`config.mk`:
```
export PLATFORM = sky130hd
export DESIGN_NAME = rsa_ctrl_fsm
export DESIGN_NICKNAME = d
export VERILOG_FILES = /design/src/rtl/rsa_ctrl_fsm.sv
export SDC_FILE = /design/constraint.sdc
export NUM_CORES = 1
export LEC_CHECK = 0
export CAP_MARGIN = 0
export CORE_ASPECT_RATIO = 1.5
export CORE_MARGIN = 8
export CORE_UTILIZATION = 29
export CTS_CLUSTER_SIZE = 14
export DETAILED_ROUTE_END_ITERATION = 7
export GPL_TIMING_DRIVEN = 0
export SLEW_MARGIN = 5
export SYNTH_ARGS = -nofsm -noshare
export SYNTH_HDL_FRONTEND = slang
export SYNTH_SLANG_ARGS = --single-unit
```
`constraint.sdc`:
```
create_clock -name clk -period 4.75 [get_ports clk]
set_input_delay 0.95 -clock clk [delete_from_list [all_inputs] [get_ports clk]]
set_output_delay 0.95 -clock clk [all_outputs]
set_load 0.01 [all_outputs]
```
`src/rtl/rsa_ctrl_fsm.sv`:
```
// Run controller for rsa_unit: merges start/stop sources, sequences
// enable and reset-release, adds watchdog, re-run mode and status.
module rsa_ctrl_fsm #(
  parameter int NUM_SRC  = 2,
  parameter int CNT_W    = 16,
  parameter bit STOP_AND = 1'b1
) (
  input  logic               clk,
  input  logic               rst,
  input  logic               ena,
  input  logic [NUM_SRC-1:0] start,
  input  logic [NUM_SRC-1:0] stop,
  input  logic               cont_mode,
  input  logic [CNT_W-1:0]   timeout_cycles,
  input  logic               clr_status,
  input  logic               eoc_rsa_unit,
  output logic               en_rsa,
  output logic               rst_rsa,
  output logic               eoc,
  output logic               busy,
  output logic               done_flag,
  output logic               timeout_flag,
  output logic [CNT_W-1:0]   cycles_out
);

  typedef enum logic [2:0] {
    S_RESET = 3'd0,
    S_IDLE  = 3'd1,
    S_EN    = 3'd2,
    S_RREL  = 3'd3,
    S_WAIT  = 3'd4,
    S_EOC   = 3'd5,
    S_TMO   = 3'd6
  } state_e;

  state_e           state_q, state_d;
  logic [CNT_W-1:0] cnt_q, cnt_d;
  logic [CNT_W-1:0] cyc_q, cyc_d;
  logic             done_q, done_d;
  logic             tmo_q, tmo_d;

  logic             start_c;
  logic             stop_c;
  logic             accept;
  logic             set_done;
  logic             set_tmo;
  logic [CNT_W-1:0] tmo_m1;

  assign start_c = |start;
  assign stop_c  = STOP_AND ? &stop : |stop;
  assign tmo_m1  = timeout_cycles - CNT_W'(1);

  always_comb begin
    state_d  = state_q;
    cnt_d    = cnt_q;
    cyc_d    = cyc_q;
    done_d   = done_q;
    tmo_d    = tmo_q;
    accept   = 1'b0;
    set_done = 1'b0;
    set_tmo  = 1'b0;
    case (state_q)
      S_RESET: state_d = S_IDLE;
      S_IDLE: begin
        if (start_c && !stop_c) begin
          state_d = S_EN;
          accept  = 1'b1;
        end
      end
      S_EN: state_d = S_RREL;
      S_RREL: begin
        cnt_d   = '0;
        state_d = stop_c ? S_IDLE : S_WAIT;
      end
      S_WAIT: begin
        if (stop_c) begin
          state_d = S_IDLE;
        end else if (eoc_rsa_unit) begin
          state_d  = S_EOC;
          cyc_d    = cnt_q;
          set_done = 1'b1;
        end else if (timeout_cycles != '0 &&
                     cnt_q == tmo_m1) begin
          state_d = S_TMO;
          cyc_d   = timeout_cycles;
          set_tmo = 1'b1;
        end else if (cnt_q != '1) begin
          cnt_d = cnt_q + CNT_W'(1);
        end
      end
      S_EOC: begin
        state_d = (cont_mode && !stop_c) ? S_EN : S_IDLE;
      end
      S_TMO:   state_d = S_IDLE;
      default: state_d = S_RESET;
    endcase
    // a set in the same cycle as a clear must survive
    if (clr_status || accept) begin
      done_d = 1'b0;
      tmo_d  = 1'b0;
    end
    if (set_done) done_d = 1'b1;
    if (set_tmo)  tmo_d  = 1'b1;
  end

  always_comb begin
    en_rsa  = 1'b0;
    rst_rsa = 1'b0;
    eoc     = 1'b0;
    busy    = 1'b0;
    case (state_q)
      S_EN: begin
        en_rsa = 1'b1;
        busy   = 1'b1;
      end
      S_RREL, S_WAIT: begin
        en_rsa  = 1'b1;
        rst_rsa = 1'b1;
        busy    = 1'b1;
      end
      S_EOC: begin
        en_rsa  = 1'b1;
        rst_rsa = 1'b1;
        eoc     = 1'b1;
      end
      default: ;
    endcase
  end

  always_ff @(posedge clk or posedge rst) begin
    if (rst) begin
      state_q <= S_RESET;
      cnt_q   <= '0;
      cyc_q   <= '0;
      done_q  <= 1'b0;
      tmo_q   <= 1'b0;
    end else if (ena) begin
      state_q <= state_d;
      cnt_q   <= cnt_d;
      cyc_q   <= cyc_d;
      done_q  <= done_d;
      tmo_q   <= tmo_d;
    end
  end

  assign done_flag    = done_q;
  assign timeout_flag = tmo_q;
  assign cycles_out   = cyc_q;

endmodule

```
# Word-level counts from Yosys, hierarchy flattened
# Cells that the tools add are included.
[totals]
ff_bits = 37
latch_bits = 0
mem_bits_rw = 0
romBits = 0
mem_count = 0
[op_classes]
addsub = 2
mul = 0
div_mod_pow = 0
magnitude_cmp = 0
eq_ne = 14
shifts = 0
muxes = 30
n_bitwise = 1
reduce_logical = 22
[op_table]
columns = ["cell", "n"]
rows = [
  ["16-bit 2-to-1 mux", 6],
  ["16-bit case mux with 2 select lines", 1],
  ["3-bit case mux with 6 select lines", 1],
  ["16-bit by 1-bit adder with 16-bit output, second input constant", 1],
  ["16-bit equality test", 1],
  ["1-bit 2-to-1 mux", 16],
  ["16-bit != test, second input constant", 1],
  ["16-bit nonzero test", 1],
  ["16-bit by 1-bit subtractor with 16-bit output, second input constant", 1],
  ["3-bit 2-to-1 mux", 5],
  ["2-bit != test, second input constant", 5],
  ["3-bit equality test, second input constant", 3],
  ["2-bit nonzero test", 4],
  ["3-bit by 2-bit equality test with 1-bit output, second input constant", 2],
  ["2-bit AND reduction", 3],
  ["6-bit AND reduction", 1],
  ["3-bit OR reduction", 2],
  ["4-bit != test, second input constant", 1],
  ["4-bit AND reduction", 1],
  ["2-bit OR reduction", 2],
  ["4-bit OR reduction", 1],
  ["3-bit by 1-bit equality test with 1-bit output, second input constant", 1],
  ["1-bit logical AND", 3],
  ["3-bit logical NOT", 1],
  ["other kinds (5)", 5],
]

# Longest topological paths before layout
# Gate-level depths: netlist of the first run.
[depth]
depth_word = 9
depth_mapped = 13
mapped_depth_nobuf = 10

# Worst setup path after synthesis of the first run
# OpenSTA, ideal clock, no wires.
[synth_timing]
path_kind = "input to register"
start = "input timeout_cycles[0]"
end = "register cnt_q[8]"
setup_ns = 0.078
t_arrival_ns = 3.434
path_slack_ns = 1.238
stages = 11
n_path_buf = 1
path_cell_list = "inv_1 ha_1 or4b_4 buf_6 o31ai_4 a211oi_1 or3_4 and2_4 a21o_1 or4_1 a21oi_1"
[synth_via]
elab_chain_cells = 5
[synth_rtl]
columns = ["item", "line_no", "text"]
rows = [
  ["from (decl)", "14", "input logic [CNT_W-1:0] timeout_cycles,"],
  ["16-bit by 1-bit subtractor with 16-bit output", "51", "assign tmo_m1 = timeout_cycles - CNT_W'(1);"],
  ["16-bit equality test", "83", "cnt_q == tmo_m1) begin"],
  ["1-bit logical AND (*)", "82", "end else if (timeout_cycles != '0 &&"],
  ["2-bit != test (no source line) (*)", "n/a", ""],
  ["6-bit AND reduction (no source line) (*)", "n/a", ""],
  ["to (signal assigned)", "139", "cnt_q <= cnt_d;"],
  ["to (decl)", "37", "logic [CNT_W-1:0] cnt_q, cnt_d;"],
]
# Mark *: on every way between the ends. The rest lies on a longest branch, timed or not.
# A chain may end at the register's enable or synchronous reset.

# Worst setup path in the final report of the first run
[layout_timing]
start = "input timeout_cycles[0]"
end = "register cyc_q[2], in the netlist cycles_out[2]"
[layout_via]
elab_chain_cells = 5
[layout_rtl]
columns = ["item", "line_no", "text"]
rows = [
  ["16-bit by 1-bit subtractor with 16-bit output", "51", ""],
  ["16-bit equality test", "83", ""],
  ["1-bit logical AND (*)", "82", ""],
  ["2-bit nonzero test (no source line) (*)", "n/a", ""],
  ["4-bit AND reduction (no source line) (*)", "n/a", ""],
  ["to (signal assigned)", "140", "cyc_q <= cyc_d;"],
  ["to (decl)", "38", "logic [CNT_W-1:0] cyc_q, cyc_d;"],
]
# Marks and branches as above.

==> flow_summary_export.csv, run 1 <==
group,metric,value,unit
clock_tree,clk_latency,290,ps
yosys,synth-async-reset-ratio,100,%
worst_setup_path,reg2reg_slack,1840,ps
sta,setup_violations,0,
worst_setup_path,worstReg2RegStart,"cnt_q[6]",
clock_tree,cts_setup_buffers,0,
yosys,syn_inst,316,
global_routing,gr-usage-all-layers,13.6,%
routing,ant_nets,0,
sta,fmaxAchievable,227,MHz
routing,dr.pass1.iters,4,
clock_tree,cts_hold_buf,0,
yosys,ys_types,53,
run,cap_violations,0,
worst_hold_path,min_to,"timeout_flag",
routing,drc,0,
finish,fin_area,3350,µm²
yosys,synth_ff_type,"dfrtp_1",
finish,nNetsFinal,394,
clock_tree,cts-root-buf,"clkbuf_16",
placed_design,io_buffer_count,42,
yosys,syn_avg_cell_area,8.39,µm²
worst_hold_path,hp-class,"reg -> reg",
global_routing,grt_start_max_net_pins,38,
sta,final-max-slew-violation-count,0,
routing,wirelength,8.19,mm
sta,setup_slack,353,ps
yosys,seq_area_frac_synth,34.9,%
yosys,synth_edf_count,0,
floorplanning,die_w,94.1,µm
floorplanning,placementRows,42,
pwr,ir_drop,0.000261,V
routing,vias_per_cell,5.61,
clock_tree,clockBufferDepth,2,
finish,antenna_cells,0,
sta,period_share,92.6,%
yosys,yosys_warnings,0,
clock_tree,cts_tree,"done",
routing,wl_per_cell,17.2,µm
finish,area_growth,26.4,%
floorplanning,start_util,29.8,%
clock_tree,ctsResizeCount,0,
worst_hold_path,min_from,"timeout_flag",
sta,finalSetupTns,0,ps
sta,fin_worst_skew,7.12,ps
sta,rsz0062_at_grt,"false",
status,outcome,"finished clean",
placed_design,dp_slack,86.1,ps
global_routing,antenna_found_initial,0,
sta,slew-limit-headroom,46.1,%
global_routing,grt.overflow.total,0,
worst_hold_path,hold_depth,2,
worst_setup_path,required,4900,ps
clock_tree,cts_htree_levels,2,
clock_tree,cts_sinks,37,
yosys,synthesis.nets,345,
finish,drive_gt1_share,7.67,%
worst_setup_path,worstSetupPathType,"in -> reg",
worst_setup_path,reg2reg_to,"cycles_out[2]",
finish,final_common_cell,"clkdlybuf4s50_1",
routing,dr_total_vias,2664,
floorplanning,io_pins,48,
placed_design,gp_congestion,0.890,
routing,drtIter0Drc,134,
sta,tightest_slew,808,ps
global_routing,grt_pass1_wl,13.7,mm
worst_setup_path,cp-end-kind,"flip-flop",
finish,instances_no_fill,475,
placed_design,hpwl,6.11,mm
floorplanning,die_area,12500,µm²
clock_tree,cts_buffers,5,
worst_setup_path,cp.arrival,4550,ps
yosys,ys_seq_elements,37,
placed_design,place_area,3210,µm²
clock_tree,clk_pin_slew,60,ps
finish,final_cell_mix,"clkdlybuf4s50_1 (42), dfrtp_1 (37), a21oi_1 (32)",
worst_setup_path,critPathMaxFanout,10,
worst_setup_path,worst-r2r-cell-count,9,
floorplanning,core,8880,µm²
placed_design,dp_cells,468,
pwr,pwr_density_cell,396,nW/µm²
worst_setup_path,start_kind,"input port",
yosys,netlist_area,2650,µm²
global_routing,grt_pass1_vias,2785,
floorplanning,die-height,133,µm
sta,fin_crit,4400,ps
pwr,leakage,1.33,nW
sta,hold_violations,0,
-- power by group --
part           total, W  internal, W  switching [W]
sequential     0.000458     0.000380      0.0000784
combinational  0.000529     0.000246       0.000283
clock          0.000341     0.000206       0.000134
-- cells in the mapped netlist, drive strengths merged (3+ instances only) --
library cell | count | area share (%)
mux2i | 6 | 2.3
nand3 | 10 | 1.9
xor2 | 8 | 2.6
nand2b | 11 | 2.6
nor4b | 3 | 1.6
nor2 | 13 | 1.8
or3 | 6 | 1.6
ha | 3 | 1.4
nor3 | 7 | 1.3
nand4 | 9 | 2.1
a31o | 4 | 1.3
and2 | 3 | 0.80
xnor2 | 11 | 3.6
inv | 13 | 1.8
o21ai | 14 | 2.6
o22ai | 30 | 7.1
a21oi | 32 | 6.0
clkbuf | 12 | 1.7
nand2 | 22 | 3.1
dfrtp | 37 | 35
or2 | 4 | 0.94
buf | 10 | 2.3
nor4 | 7 | 1.7
and3 | 7 | 1.7
or4 | 6 | 1.8
o31ai | 6 | 2.2
-- cell type report --
type | instances | area (µm²)
Timing Repair Buffer | 42 | 420
Fill cell | 922 | 5530
Multi-Input combinational cell | 244 | 1570
Sequential cell | 37 | 926
Inverter | 13 | 48.8
Tap cell | 110 | 138
Clock buffer | 7 | 143
Buffer | 22 | 105
-- metrics by stage --
step           power (W)  util [%]  hold slack, ps
2_1_floorplan   0.000785         -             511
3_3_place_gp    0.000982      36.1             470
3_5_place_dp    0.000991      36.1             464
4_1_cts          0.00134      37.7             487
5_1_grt          0.00141      37.7             513
6_report         0.00133      37.7             489
-- registers in the layout, summed over array words and instances (netlist names) --
register      cells
timeout_flag      1
cnt_q            16
done_flag         1
state_q           3
cycles_out       16
-- worst max path at each step --
stage | endpoint | cells past startpoint | slack [ps] | start
final | cycles_out[2] | 13 | 350 | timeout_cycles[0]
after global routing | cycles_out[4] | 13 | 40 | timeout_cycles[0]
after CTS | cycles_out[2] | 13 | 380 | timeout_cycles[0]
after detailed placement | cycles_out[2] | 13 | 90 | timeout_cycles[0]
after global placement | cycles_out[2] | 13 | 150 | timeout_cycles[0]
after floorplan | cnt_q[8] | 11 | 1240 | timeout_cycles[0]
-- kinds of logic (layout without fill, tap and decap cells) --
| family | Yosys count | count (layout) | synth area share (%) |
|---|---|---|---|
| buf+inv | 35 | 84 | 5.81 |
| fa+ha+maj | 3 | 3 | 1.42 |
| flops | 37 | 37 | 34.9 |
| xor+xnor | 19 | 19 | 6.28 |
| mux | 6 | 6 | 2.27 |
| compound gates | 102 | 102 | 24.5 |
| simple gates | 114 | 114 | 24.8 |
-- routing by layer --
layer | global-route usage (%) | up-vias | part of all wire (%)
li1 | - | 1288 | -
met4 | 7.62 | 0 | 3.1
met3 | 2.72 | 13 | 5.0
met1 | 15.2 | 1294 | 42
met5 | 0 | - | 0
met2 | 23.0 | 69 | 50
-- worst max-delay path, stage by stage --
cell and delay, ps:
clkdlybuf4s50_1 540, inv_1 140, ha_1 270, or4b_4 490, buf_6 150, nor4_1 260, a311o_1 160, o21ai_1 110
nor4b_4 430, nand4_1 380, clkbuf_1 370, o22ai_1 210, a21oi_1 90
Power figures use the tool's default switching activity.
==> inputs of run 2 (changes only) <==
--- a/config.mk
+++ b/config.mk
@@ -12,6 +12,7 @@
 export CTS_CLUSTER_SIZE = 14
 export DETAILED_ROUTE_END_ITERATION = 7
 export GPL_TIMING_DRIVEN = 0
+export PLACE_DENSITY_LB_ADDON = 0.05
 export SLEW_MARGIN = 5
 export SYNTH_ARGS = -nofsm -noshare
 export SYNTH_HDL_FRONTEND = slang
==> flow_summary_export.csv, run 2 (same netlist as run 1, synthesis figures left out) <==
group,metric,value,unit
status,outcome,"finished clean",
pwr,ir_drop,0.000228,V
placed_design,io_buffer_count,42,
global_routing,antenna_found_initial,0,
worst_setup_path,critPathMaxStageDelay,530,ps
worst_setup_path,cp_cell_sequence,"clkdlybuf4s50_1 > inv_1 > ha_1 > or4b_4 > buf_6 > nor4_1 > a311o_1 > o21ai_1 > nor4b_4 > nand4_1 > clkbuf_1 > o22ai_1 > a21oi_1",
finish,drive_gt1_share,8.17,%
sta,rsz0062_at_grt,"false",
routing,vias_per_cell,5.48,
routing,drtIter0Drc,125,
finish,final_cell_mix,"clkdlybuf4s50_1 (42), dfrtp_1 (37), a21oi_1 (32)",
floorplanning,start_util,29.8,%
clock_tree,cts_tree,"done",
routing,drc,0,
placed_design,dp_slack,-2.70,ps
worst_setup_path,reg2reg_to,"cycles_out[0]",
finish,final_util,38.0,%
finish,area_growth,27.3,%
pwr,pwr_density_cell,394,nW/µm²
clock_tree,cts_setup_buffers,0,
sta,finalSetupTns,0,ps
routing,ant_nets,0,
sta,slew-limit-headroom,58.7,%
floorplanning,die-height,133,µm
sta,final-max-slew-violation-count,0,
sta,fin_worst_skew,3.98,ps
sta,setup_violations,0,
pwr,clockPowerShare,25.2,%
worst_setup_path,cpLargestDelayFamily,"simple AND/OR/NAND/NOR gates",
placed_design,hpwl,6.70,mm
clock_tree,clk_latency,290,ps
floorplanning,die_area,12500,µm²
clock_tree,cts_buffers,5,
clock_tree,cts-root-buf,"clkbuf_16",
placed_design,gp_congestion,0.837,
clock_tree,cts_htree_levels,2,
routing,wirelength,8.72,mm
pwr,intPower,0.000822,W
sta,period_share,93.7,%
global_routing,gr-usage-all-layers,14.1,%
pwr,seqPwrFrac,34.4,%
worst_hold_path,min_to,"done_flag",
global_routing,grt_pass1_vias,2674,
worst_setup_path,required,4890,ps
worst_setup_path,worstReg2RegStart,"cnt_q[6]",
pwr,leakage,1.35,nW
worst_hold_path,hp-class,"reg -> reg",
clock_tree,clockBufferDepth,2,
worst_setup_path,worst-r2r-cell-count,9,
clock_tree,cts_hold_buf,0,
routing,dr_total_vias,2615,
routing,wl_per_cell,18.3,µm
worst_setup_path,cp.arrival,4590,ps
worst_setup_path,cp_slowest_cell,"clkdlybuf4s50_1",
global_routing,grt_pass1_wl,13.8,mm
worst_hold_path,hold_depth,2,
clock_tree,clk_pin_slew,60,ps
worst_setup_path,timing.critical_path.buf_inv,4,
sta,fin_crit,4450,ps
sta,fmaxAchievable,225,MHz
worst_setup_path,reg2reg_slack,1760,ps
pwr,p_switching,0.000507,W
clock_tree,ctsResizeCount,0,
run,cap_violations,0,
finish,nNetsFinal,395,
floorplanning,placementRows,42,
global_routing,grt_start_max_net_pins,20,
sta,setup_slack,299,ps
worst_setup_path,cp-end-kind,"flip-flop",
clock_tree,cts_sinks,37,
sta,hold_violations,0,
worst_hold_path,min_from,"done_flag",
pwr,p_comb_share,40.5,%
worst_setup_path,start_kind,"input port",
floorplanning,io_pins,48,
routing,dr.pass1.iters,4,
finish,antenna_cells,0,
pwr,power.total,0.00133,W
worst_setup_path,critPathMaxFanout,10,
floorplanning,die_w,94.1,µm
finish,final_common_cell,"clkdlybuf4s50_1",
floorplanning,core,8880,µm²
sta,tightest_slew,612,ps
global_routing,grt.overflow.total,0,
pwr,swShare,38.2,%
worst_setup_path,worstSetupPathType,"in -> reg",
==> run 2: cell count changes in the layout (fill, tap and decap cells not counted), sizes merged <==
| cell | previous run | this run |
|---|---|---|
| clkinv | 0 | 2 |
| buf | 10 | 11 |
| clkbuf | 19 | 18 |
==> run 2: metrics by stage <==
stage	cells	hold WS [ps]	instance area [µm²]
global placement	468	476	3210
finish	477	489	3370
detailed placement	469	480	3240
CTS	477	498	3370
global route	477	511	3370
floorplan	316	511	2650
==> run 2: worst max path at each step <==
stage                          endpoint         startpoint  cells after the start  slack (ps)
final                     cycles_out[0]  timeout_cycles[0]                     13         300
after global routing      cycles_out[0]  timeout_cycles[0]                     13          60
after CTS                 cycles_out[1]  timeout_cycles[0]                     13         260
after detailed placement  cycles_out[0]  timeout_cycles[0]                     13          -3
after global placement    cycles_out[0]  timeout_cycles[0]                     13          -2
after floorplan                cnt_q[8]  timeout_cycles[0]                     11        1240
==> run 2: area by class of cell <==
type                    instances  area, µm²
clock inverters                 2       10.0
multi-input cells             244       1570
repair buffers                 43        448
inverters                      13       48.8
clock buffers                   6        129
plain buffers                  22        105
well taps                     110        138
flip-flops and latches         37        926
fillers                       925       5510
==> run 2: power by group through the flow <==
stage,Sequential [W],Combinational [W],Clock (W)
2_1_floorplan,0.000441,0.000344,0
3_3_place_gp,0.000458,0.000532,0
3_5_place_dp,0.000462,0.000539,0
4_1_cts,0.000456,0.000542,0.000346
5_1_grt,0.000464,0.000595,0.000355
6_report,0.000457,0.000538,0.000335
==> run 2: per-layer routing <==
metal  up-vias  GRT usage [%]  part of all wire, %
met3        12           2.94                  4.3
met4         0           5.76                  2.1
met2        62           25.0                   51
met5         -              0                    0
met1      1255           15.6                   42
li1       1286              -                    -
==> run 2: worst register-to-register path, cell delays in order (launching register included) <==
cell	delay, ps
dfrtp_1	390
or3b_2	450
nor4_1	180
a311o_1	180
o21ai_1	110
nor4b_4	430
nand4_1	400
clkbuf_1	390
o22ai_1	220
a21oi_1	90
==> inputs of run 3 (changes only) <==
--- a/config.mk
+++ b/config.mk
@@ -13,7 +13,7 @@
 export DETAILED_ROUTE_END_ITERATION = 7
 export GPL_TIMING_DRIVEN = 0
 export PLACE_DENSITY_LB_ADDON = 0.05
-export SLEW_MARGIN = 5
+export SLEW_MARGIN = 10
 export SYNTH_ARGS = -nofsm -noshare
 export SYNTH_HDL_FRONTEND = slang
 export SYNTH_SLANG_ARGS = --single-unit
==> results of run 3 <==
Final layout, timing and power as in run 2 (identical DEF).
